<file path="src/rtl/regfile_pkg.sv">
// -----------------------------------------------------------------------------
// regfile_pkg
//   Shared definitions for the register file and the pipeline stages around it
//   (decode reads operands through it, writeback writes results through it).
//
//   RF_WIDTH   default data bits per register
//   RF_DEPTH   default number of registers (power of two, >= 2)
//   RF_AW      register index width derived from RF_DEPTH
//   reg_addr_t register index type at the default depth
// -----------------------------------------------------------------------------
package regfile_pkg;

   localparam int RF_WIDTH = 16;
   localparam int RF_DEPTH = 16;
   localparam int RF_AW    = $clog2(RF_DEPTH);

   typedef logic [RF_AW-1:0] reg_addr_t;

endpackage : regfile_pkg

</file>
<file path="src/rtl/regfile_row.sv">
// -----------------------------------------------------------------------------
// regfile_row
//   One register of the register file together with its scoreboard busy bit.
//
//   Ports
//     clk      in   1      rising-edge clock
//     rst      in   1      asynchronous active-low reset (clears q and busy)
//     wr_hit   in   1      write this row on the next edge; also retires the
//                          pending producer (clears busy)
//     set_hit  in   1      an instruction that will write this row has issued
//     d        in   WIDTH  data to store when wr_hit is high
//     q        out  WIDTH  stored value
//     busy     out  1      row has a pending producer
// -----------------------------------------------------------------------------
module regfile_row
   import regfile_pkg::*;
#(
   parameter int WIDTH = RF_WIDTH
) (
   input  logic             clk,
   input  logic             rst,
   input  logic             wr_hit,
   input  logic             set_hit,
   input  logic [WIDTH-1:0] d,
   output logic [WIDTH-1:0] q,
   output logic             busy
);

   always_ff @(posedge clk or negedge rst) begin
      if (!rst) begin
         q    <= '0;
         busy <= 1'b0;
      end else begin
         if (wr_hit) begin
            q <= d;
         end
         // A newly issued producer supersedes the one retiring this cycle,
         // so set takes priority over the writeback clear.
         if (set_hit) begin
            busy <= 1'b1;
         end else if (wr_hit) begin
            busy <= 1'b0;
         end
      end
   end

endmodule : regfile_row

</file>
<file path="src/rtl/param_regfile_sb.sv">
// -----------------------------------------------------------------------------
// param_regfile_sb
//   WIDTH x DEPTH register file for the 5-stage pipeline: one synchronous
//   write port, two combinational read ports with write-to-read bypass, and a
//   per-register busy scoreboard used by decode for hazard detection.
//   Read ports are plain muxes gated by their enables (no tristate bitlines).
//
//   Build option
//     REGFILE_ZERO_REG_EN  when defined, register 0 is hardwired to zero:
//                          writes and scoreboard sets to index 0 are dropped,
//                          and reads of index 0 return data 0, busy 0 with no
//                          bypass. When undefined, register 0 is ordinary.
//
//   Ports
//     clk       in   1      rising-edge clock
//     rst       in   1      asynchronous active-low reset
//     wr_en     in   1      write strobe
//     wr_addr   in   AW     write register index
//     wr_data   in   WIDTH  write data
//     rd_en1    in   1      read port 1 enable (outputs forced to 0 when low)
//     rd_addr1  in   AW     read port 1 index
//     rd_data1  out  WIDTH  read port 1 data
//     rd_busy1  out  1      rd_addr1 has a pending producer
//     rd_en2    in   1      read port 2 enable (outputs forced to 0 when low)
//     rd_addr2  in   AW     read port 2 index
//     rd_data2  out  WIDTH  read port 2 data
//     rd_busy2  out  1      rd_addr2 has a pending producer
//     sb_set    in   1      mark sb_addr busy from the next edge on
//     sb_addr   in   AW     register to mark busy
// -----------------------------------------------------------------------------
module param_regfile_sb
   import regfile_pkg::*;
#(
   parameter int WIDTH = RF_WIDTH,
   parameter int DEPTH = RF_DEPTH,
   parameter int AW    = $clog2(DEPTH)
) (
   input  logic             clk,
   input  logic             rst,
   input  logic             wr_en,
   input  logic [AW-1:0]    wr_addr,
   input  logic [WIDTH-1:0] wr_data,
   input  logic             rd_en1,
   input  logic [AW-1:0]    rd_addr1,
   output logic [WIDTH-1:0] rd_data1,
   output logic             rd_busy1,
   input  logic             rd_en2,
   input  logic [AW-1:0]    rd_addr2,
   output logic [WIDTH-1:0] rd_data2,
   output logic             rd_busy2,
   input  logic             sb_set,
   input  logic [AW-1:0]    sb_addr
);

   logic [WIDTH-1:0] row_q [DEPTH];
   logic [DEPTH-1:0] row_busy;

   // Effective write / set strobes. With a hardwired zero register, any
   // access aimed at index 0 is dropped here, so row 0 keeps its reset state
   // (data 0, busy 0) forever and the bypass below never forwards to it.
   logic wr_ok;
   logic set_ok;

`ifdef REGFILE_ZERO_REG_EN
   assign wr_ok  = wr_en  && (wr_addr != '0);
   assign set_ok = sb_set && (sb_addr != '0);
`else
   assign wr_ok  = wr_en;
   assign set_ok = sb_set;
`endif

   // Storage rows
   for (genvar g = 0; g < DEPTH; g++) begin : g_row
      logic wr_hit;
      logic set_hit;

      assign wr_hit  = wr_ok  && (wr_addr == AW'(g));
      assign set_hit = set_ok && (sb_addr == AW'(g));

      regfile_row #(
         .WIDTH (WIDTH)
      ) u_row (
         .clk     (clk),
         .rst     (rst),
         .wr_hit  (wr_hit),
         .set_hit (set_hit),
         .d       (wr_data),
         .q       (row_q[g]),
         .busy    (row_busy[g])
      );
   end

   // Read ports: a same-cycle write to the addressed register is forwarded
   // (write-before-read) and also hides the busy bit it is about to clear.
   // A same-cycle sb_set is deliberately not forwarded; it shows up next cycle.
   logic hit1;
   logic hit2;

   assign hit1 = wr_ok && (wr_addr == rd_addr1);
   assign hit2 = wr_ok && (wr_addr == rd_addr2);

   always_comb begin
      rd_data1 = '0;
      rd_busy1 = 1'b0;
      if (rd_en1) begin
         rd_data1 = hit1 ? wr_data : row_q[rd_addr1];
         rd_busy1 = row_busy[rd_addr1] & ~hit1;
      end
   end

   always_comb begin
      rd_data2 = '0;
      rd_busy2 = 1'b0;
      if (rd_en2) begin
         rd_data2 = hit2 ? wr_data : row_q[rd_addr2];
         rd_busy2 = row_busy[rd_addr2] & ~hit2;
      end
   end

endmodule : param_regfile_sb

</file>
<file path="config.mk">
export PLATFORM = sky130hd
export DESIGN_NAME = param_regfile_sb
export DESIGN_NICKNAME = d
export VERILOG_FILES = /design/src/rtl/regfile_pkg.sv /design/src/rtl/regfile_row.sv /design/src/rtl/param_regfile_sb.sv
export SDC_FILE = /design/constraint.sdc
export NUM_CORES = 1
export LEC_CHECK = 0
export BUFFER_PORTS_ARGS = -buffer_cell sky130_fd_sc_hd__buf_2
export CAP_MARGIN = 10
export CORE_MARGIN = 4
export CORE_UTILIZATION = 25
export CTS_CLUSTER_DIAMETER = 200
export DETAILED_ROUTE_END_ITERATION = 8
export PLACE_DENSITY = 0.43
export SETUP_SLACK_MARGIN = 0.2
export SYNTH_ARGS = -nofsm -noshare
export SYNTH_HDL_FRONTEND = slang
export SYNTH_SLANG_ARGS = --single-unit
</file>
<file path="constraint.sdc">
create_clock -name clk -period 1.8 [get_ports clk]
set_clock_uncertainty 0.05 [all_clocks]
set_input_delay 0.18 -clock clk [delete_from_list [all_inputs] [get_ports clk]]
set_output_delay 0.18 -clock clk [all_outputs]
set_load 0.005 [all_outputs]
</file>
# --- Word-level counts from Yosys, hierarchy flattened ---
# Cells that the tools add are included.
totals:
  output_inout_bits: 34
  elab_cells: 174
  ff_bits: 272
op_classes:
  n_bitwise: 6
  n_eq_ne: 32
  n_reduce_logical: 52
  order_cmp: 4
  mux: 48
ops:
  columns: ["cell", "n"]
  rows:
  - ["$bmux 16 s4", 2]
  - ["$mux 16", 8]
  - ["$eq 4x4->1 const B", 16]
  - ["$mux 1", 36]
  - ["$logic_and 1x1->1", 34]
  - ["$eq 4x3->1 const B", 8]
  - ["$reduce_bool 2->1", 16]
  - ["$eq 4x2->1 const B", 4]
  - ["$ge 5x5->1 const B", 2]
  - ["$lt 4x5->1 const B", 2]
  - ["$not 4->5", 2]
  - ["$bmux 1 s4", 2]
  - ["$eq 4x1->1 const B", 2]
  - ["$eq 4x4->1", 2]
  - ["$logic_not 4->1", 2]
  - ["$and 1x1->1", 2]
  - ["$not 1->1", 2]

# --- Depth between registers and ports, before layout ---
# Gate-level depths: netlist of run 1.
depth:
  word_depth: 6
  mapped_depth: 8
  depth_no_buf: 4

# --- Cells and area by module ---
# From an unflattened synthesis of run 1, not the netlist that was laid out.
hier_totals:
  cells_unflattened: 986
  area_unflattened_um2: 15635.0
modules_own_cells:
  columns: ["mod", "instances", "cells_each", "area_each_um2"]
  rows:
  - ["regfile_row", 16, 37, 681.9]
  - ["param_regfile_sb", 1, 394, 4724.5]

# --- Worst setup path before layout of run 1 ---
# Ideal clock, no wire load.
synth_timing:
  path_type: "input to output"
  from: "in rd_addr1[1]"
  to: "out rd_busy1"
  cell_stages: 5
  slack_ns: 0.000
  n_path_buf: 2
  arrival_ns: 1.570
  path_cell_list: "buf_2 clkbuf_1 mux4_2 mux4_2 and2_1"
synth_via:
  elab_chain_len: 5
synth_lines:
  columns: ["element", "line_no", "source"]
  rows:
  - ["from (decl)", "param_regfile_sb.sv:44", "input logic [AW-1:0] rd_addr1,"]
  - ["branches (longest 3 deep; another with $bmux 1 s4)", null, null]
  - ["$and 1x1->1 *", "param_regfile_sb.sv:107", "rd_busy1 = row_busy[rd_addr1] & ~hit1;"]
  - ["$mux 1 *", "param_regfile_sb.sv:105", "if (rd_en1) begin"]
  - ["to (decl)", "param_regfile_sb.sv:46", "output logic rd_busy1,"]
# Mark *: on every way between the ends. The select of a mux whose other input is x is not followed.

# --- Final worst setup path of run 1 ---
layout_timing:
  from: "reg g_row[8].u_row.busy"
  to: "out rd_busy1"
layout_via:
  elab_chain_len: 4
layout_lines:
  columns: ["element", "line_no", "source"]
  rows:
  - ["from (decl)", "regfile_row.sv:26", "output logic busy"]
  - ["from (signal assigned)", "regfile_row.sv:32", "busy <= 1'b0;"]
  - ["from (signal assigned)", "regfile_row.sv:40", "busy <= 1'b1;"]
  - ["from (signal assigned)", "regfile_row.sv:42", "busy <= 1'b0;"]
  - ["$bmux 1 s4", "param_regfile_sb.sv:107", null]
  - ["$mux 1 (not written as such)", "param_regfile_sb.sv:107", null]
  - ["$and 1x1->1", "param_regfile_sb.sv:107", null]
  - ["$mux 1", "param_regfile_sb.sv:105", null]
# No other way between the ends. The select of a mux whose other input is x is not followed.

==> run summary, run 1 <==
number of placed I/O pins = 72
gp weighted congestion = 0.768
fraction of layout cells with a size suffix above 1 = 58.6%
via count of the routed design = 9768
Post-synth top flop = dfrtp_1
share of the yosys chip area belonging to registers = 46.1%
aggregate global-route resource usage = 16.0%
count of fill cells added during filler insertion = 5675
CTS Root Cell = clkbuf_16
via count of the first global-routing pass = 10553
overall die height = 251 um
DIE WIDTH = 251 um
Setup Crit Path Kind = reg2out
number of distinct library cells after synthesis = 32
top post-synthesis cells by area = dfrtp_1, mux4_2, mux2_2
leakage power = 0.00791 uW
commonest cells after routing, fill and taps aside = dfrtp_1, mux2_2, mux4_2, buf_4, buf_12
violated checks = negative setup slack
Layout Area Growth over Synthesis = 29.2%
total die area = 0.0630 mm^2
detailed-route vias per instance = 5.06
top-area cell type share of the netlist area = 46.1%
Cell Pwr Density = 1070 mW/mm^2
final worst path period share = 132%
final sum of negative setup slack = -14.71 ns
number of routed nets with antenna violations = 0
number of iterations in the first detailed-routing pass = 5
synthesis warning total = 0
net count after synthesis = 1020
average footprint of a synthesized cell = 15.0 um^2
launching element type of the critical path = flip-flop
TritonCTS clock tree = done
number of storage elements in the synthesis netlist = 272
fin crit period = 2.37 ns
initial drt markers = 516
worst hold path type = in2reg
post-synthesis instance area = 0.0148 mm^2
CTS H-tree lvls = 2
HPWL Detailed = 33600 um
worst skew pair latency = 0.52 ns
area of the core = 0.0581 mm^2
worst vdd rail ir drop = 0.539 mV
normalized max-slew margin = 63.5%
leading cell type in the layout, fill and taps excluded = dfrtp_1
Reg clk slew, reported paths = 0.06 ns
global route total overflow = 0
final-stage net count = 1179
max cap viols = 0
Worst Hold Slack = 0.0538 ns
total wirelength of the detailed-routed design = 50400 um
final hold violations = 0
number of buffers added by the clock tree synthesis step = 34
Worst Path Arrival = 2.14 ns
final standard cell utilization of the core = 32.8%
maximum number of buffers from clock root to sink = 3
Row Count = 88
total number of clock tree sinks = 272
CP Capture Type = output port
Synth async-reset ratio = 100%
max frequency = 421 MHz
status = finished with violations
global-route wire length before repair = 75200 um
number of antenna violations at the first check in global routing = 3
final worst setup slack = -0.575 ns
cell type with the highest aggregate area in the netlist = dfrtp_1
number of synthesized flops with an enable pin = 0
DRC violations left = 0
RSZ-0062 raised after global routing = yes
post-synthesis instance total = 982
Wirelength per Cell = 26.1 um
number of pins with negative max-slew slack in the final report = 0
IO Port Bufs = 71
worst endpoint required time = 1.57 ns
Final setup violation count = 34
Slew @ Worst Pin = 0.547 ns
maximum net fanout on the critical path = 3
starting density of the core = 25.4%
maximum number of pins on one net before global-route repair = 65
## power breakdown
part           internal (uW)  switching [uW]  leakage (uW)
registers               7550            1080       0.00333
clock network           4120            2740      0.000545
logic                   3100            1800       0.00403
total                  14800            5620       0.00791
## through the flow
stage | total power (uW) | cells | cell area (um^2) | setup slack, ns
finish | 20400 | 1929 | 19100 | -0.575
global route | 21400 | 1928 | 19100 | -0.624
CTS | 20600 | 1925 | 19000 | -0.603
detailed placement | 13400 | 1856 | 17600 | -0.321
global placement | 13300 | 1856 | 17600 | -0.314
floorplan | 11700 | 982 | 15000 | 0.0614
## kinds of logic (layout without fill, tap and decap cells)
kind of cell	after synthesis	after routing	share of synthesized area, %
AND/OR/NAND/NOR	81	81	2.80
other	0	1	0
flip-flops	272	272	46.1
multiplexers	394	394	40.6
buffers and inverters	104	285	3.77
AO/OA/AOI/OAI	123	123	6.29
XOR/XNOR	8	8	0.474
## critical path: stages, from the launching register on
cell     delay [ns]
dfrtp_1        0.41
mux4_2         0.47
mux4_2         0.46
and2_4         0.17
buf_6          0.11
## cells in the mapped netlist, types with 5 or more instances
cell type,instances
inv_1,5
mux2_1,74
xnor2_1,8
buf_2,38
nand2_1,41
buf_6,10
buf_1,7
a22o_1,32
o21ai_0,18
mux4_2,138
nor2b_1,5
a22oi_1,64
nor2_2,5
mux2_2,182
dfrtp_1,272
nand2b_1,6
nor2_1,7
clkbuf_1,39
## per-layer routing
metal | global-route usage, % | part of all wire [%] | routed length [um] | vias to the layer above
li1 | - | - | - | 4164
met1 | 21.4 | 43 | 21900 | 5269
met2 | 26.5 | 49 | 24700 | 258
met3 | 2.61 | 4.7 | 2360 | 75
met4 | 5.28 | 2.9 | 1460 | 2
met5 | 0 | 0.026 | 13 | -
## what timing repair did
| action | 4_1_cts | 5_1_grt |
|---|---|---|
| endpoints found under the setup margin | 34 | 34 |
| gates resized for setup | 41 | 14 |
| buffers inserted | 6 | 3 |
| endpoints found under the hold margin | 188 | 0 |
| gates cloned | 0 | 0 |
| hold buffers | 5 | 0 |
| pin swaps | 56 | 12 |
## worst paths after layout
kind	endpoint	startpoint	depth (start not counted)	slack (ns)
max	rd_busy1	g_row[8].u_row.busy	4	-0.57
min	g_row[2].u_row.busy	sb_set	3	0.05
max reg2reg	g_row[1].u_row.busy	g_row[1].u_row.busy	3	0.56
min reg2reg	g_row[2].u_row.busy	g_row[2].u_row.busy	2	0.44
max in group asynchronous	g_row[0].u_row.q[1]	rst	3	0.90
min in group asynchronous	g_row[4].u_row.q[7]	rst	2	0.09
## state kept, by name, summed over array words and instances (netlist names)
name / cells
g_row.u_row.q: 256
g_row.u_row.busy: 16
## cell type report
cell class / instances / area, um^2 / share of cell area, %
Clock inverter: 9 / 78.8 / 0.413
Clock buffer: 49 / 1030 / 5.40
Timing Repair Buffer: 222 / 2400 / 12.6
Multi-Input combinational cell: 606 / 7790 / 40.8
Tap cell: 765 / 957 / 5.02
Inverter: 5 / 18.8 / 0.0984
Sequential cell: 272 / 6810 / 35.7
Antenna cell: 1 / 2.50 / 0.0131
No activity file was read; power rests on OpenSTA's default activity.
==> run 2, diff against run 1 <==
--- a/config.mk
+++ b/config.mk
@@ -15,4 +15,5 @@
 export SETUP_SLACK_MARGIN = 0.2
 export SYNTH_ARGS = -nofsm -noshare
 export SYNTH_HDL_FRONTEND = slang
+export SYNTH_HIERARCHICAL = 1
 export SYNTH_SLANG_ARGS = --single-unit
==> run 2 against run 1 <==
Compared with the run above:
- the run still ends with negative setup slack left
- first-iteration DRC count grew 26%
- sequential power is essentially flat
- combinational power grew 14%
- clock power hardly changed
- core utilization fell by 1.1 points
- largest power group unchanged
==> run summary, run 2 <==
Setup Crit Path Kind = reg2out
synthesis warning total = 6
CP Capture Type = output port
most used standard cell by instance count after synthesis = dfrtp_1
violated checks = negative setup slack
maximum number of buffers from clock root to sink = 3
combinational family with the most area after synthesis = multiplexers
net count after synthesis = 1024
fin crit period = 2.42 ns
highest cell delay on the worst timing path = 0.53 ns
via count of the first global-routing pass = 10601
top cells by instance count after synthesis = dfrtp_1, mux2_4, mux4_2
worst path buffer plus inverter count = 1
leakage power = 0.00818 uW
area of the core = 0.0618 mm^2
max cap viols = 0
number of iterations in the first detailed-routing pass = 5
number of pins with negative max-slew slack in the final report = 0
number of placed I/O pins = 72
top-area cell type share of the netlist area = 43.5%
total number of clock tree sinks = 272
category of cells accounting for the largest share of critical-path delay = multiplexers
cell repeated most along the worst path = mux4_2
post-synthesis compound-gate area fraction = 5.73%
cell type with the highest aggregate area in the netlist = dfrtp_1
worst skew pair latency = 0.51 ns
power after layout = 21100 uW
IO Port Bufs = 71
commonest cells after routing, fill and taps aside = dfrtp_1, mux2_4, mux4_2, mux2_2, buf_4
fraction of the mapped netlist area in adder cells = 0%
RSZ-0062 raised after global routing = yes
Reg clk slew, reported paths = 0.06 ns
final hold violations = 0
DIE WIDTH = 258 um
final-stage net count = 1192
HPWL Detailed = 34600 um
initial drt markers = 649
number of routed nets with antenna violations = 0
CTS H-tree lvls = 2
gp weighted congestion = 0.790
worst endpoint required time = 1.57 ns
parity-gate share of the synthesized area counting xor and xnor cells = 0.448%
via count of the routed design = 9940
status = finished with violations
worst hold path type = in2reg
mux cell area share after synthesis = 41.8%
post-synthesis instance total = 986
number of synthesized flops with an enable pin = 0
starting density of the core = 25.3%
registers with the most flip-flops = g_row.u_row/q: 256 flops, g_row.u_row/busy: 16 flops
Worst Path Arrival = 2.19 ns
post-synthesis instance area = 0.0156 mm^2
highest-delay cell along the critical path = mux4_2
CTS Root Cell = clkbuf_16
Slew @ Worst Pin = 0.452 ns
fraction of layout cells with a size suffix above 1 = 63.8%
number of storage elements in the synthesis netlist = 272
area share of and/or/nand/nor cells after synthesis = 2.78%
maximum net fanout on the critical path = 3
max frequency = 412 MHz
chain of cells forming the critical path = mux4_2 > mux4_2 > and2_4 > buf_6
leading cell type in the layout, fill and taps excluded = dfrtp_1
overall die height = 258 um
Post-synth top flop = dfrtp_1
Worst Hold Slack = 0.0864 ns
final worst setup slack = -0.625 ns
Layout Area Growth over Synthesis = 25.6%
DRC violations left = 0
max reg flops = 256
top post-synthesis cells by area = dfrtp_1, mux4_2, mux2_4
number of distinct library cells after synthesis = 25
Cell Pwr Density = 1080 mW/mm^2
number of buffers added by the clock tree synthesis step = 34
Wirelength per Cell = 25.6 um
final worst path period share = 135%
global-route wire length before repair = 75800 um
count of fill cells added during filler insertion = 6070
Row Count = 91
aggregate global-route resource usage = 15.4%
share of the yosys chip area belonging to registers = 43.5%
TritonCTS clock tree = done
count of inserted antenna diode cells = 0
average footprint of a synthesized cell = 15.9 um^2
Synth async-reset ratio = 100%
final sum of negative setup slack = -16.53 ns
launching element type of the critical path = flip-flop
global route total overflow = 0
total wirelength of the detailed-routed design = 51500 um
Final setup violation count = 34
detailed-route vias per instance = 4.94
number of antenna violations at the first check in global routing = 3
worst vdd rail ir drop = 0.450 mV
total die area = 0.0666 mm^2
normalized max-slew margin = 69.8%
maximum number of pins on one net before global-route repair = 53
register with the most flip-flops = g_row.u_row/q
## run 2: per-stage QoR
| step | utilization [%] | worst slack [ns] | area, um^2 | cells |
|---|---|---|---|---|
| after global routing | 31.8 | -0.685 | 19600 | 2014 |
| after floorplan | - | 0.0788 | 15700 | 986 |
| after detailed placement | 29.2 | -0.347 | 18100 | 1938 |
| after CTS | 31.5 | -0.658 | 19500 | 2006 |
| final | 31.8 | -0.625 | 19600 | 2014 |
| after global placement | 29.2 | -0.349 | 18100 | 1938 |
## run 2: area by class of cell
type,count,area (um^2),area share (%)
Clock buffer,53,1080,5.52
Inverter,18,67.6,0.344
Multi-Input combinational cell,610,8340,42.5
Tap cell,837,1050,5.33
Clock inverter,6,33.8,0.172
Timing Repair Buffer,218,2250,11.5
Sequential cell,272,6810,34.7
## run 2: power by group
group / switching [uW] / internal (uW) / total, uW / leakage (uW)
registers: 1110 / 7550 / 8660 / 0.00333
clock network: 2770 / 4120 / 6890 / 0.000561
logic: 1960 / 3620 / 5580 / 0.00429
total: 5840 / 15300 / 21100 / 0.00818
## run 2: tightest hold or removal path: stages
cell and delay (ns):
buf_2 0.10, nand3_1 0.13, nor2_1 0.12, a21o_1 0.08
## run 2: path summary, 6_finish.rpt
path / from / endpoint / slack, ns / cells after the start
min: sb_addr[3] / g_row[15].u_row/busy / 0.09 / 4
max reg2reg: g_row[12].u_row/q[8] / g_row[12].u_row/q[8] / 0.74 / 3
min in group asynchronous: rst / g_row[5].u_row/q[10] / 0.14 / 2
max: g_row[2].u_row/busy / rd_busy2 / -0.62 / 4
max in group asynchronous: rst / g_row[4].u_row/q[15] / 0.89 / 3
min reg2reg: g_row[11].u_row/busy / g_row[11].u_row/busy / 0.45 / 1
## run 2: repair_timing
| action | in CTS | in global routing |
|---|---|---|
| setup buffers | 4 | 8 |
| hold endpoints to repair | 278 | 0 |
| setup endpoints to repair | 34 | 34 |
| pin swaps | 59 | 11 |
| gates resized for setup | 49 | 16 |
| hold buffers | 5 | 0 |
## run 2: kinds of logic (layout without fill, tap and decap cells)
logic type / after synthesis / in the layout
AND/OR/NAND/NOR: 94 / 94
buffers and inverters: 104 / 295
multiplexers: 394 / 394
flip-flops: 272 / 272
XOR/XNOR: 8 / 8
AO/OA/AOI/OAI: 114 / 114
## run 2: per-layer routing
layer / vias up / part of all wire (%) / GRT usage [%]
met5: - / 0.052 / 0
met3: 70 / 5.4 / 2.89
met1: 5398 / 49 / 23.3
met4: 4 / 2.0 / 3.36
met2: 295 / 44 / 22.8
li1: 4173 / - / -
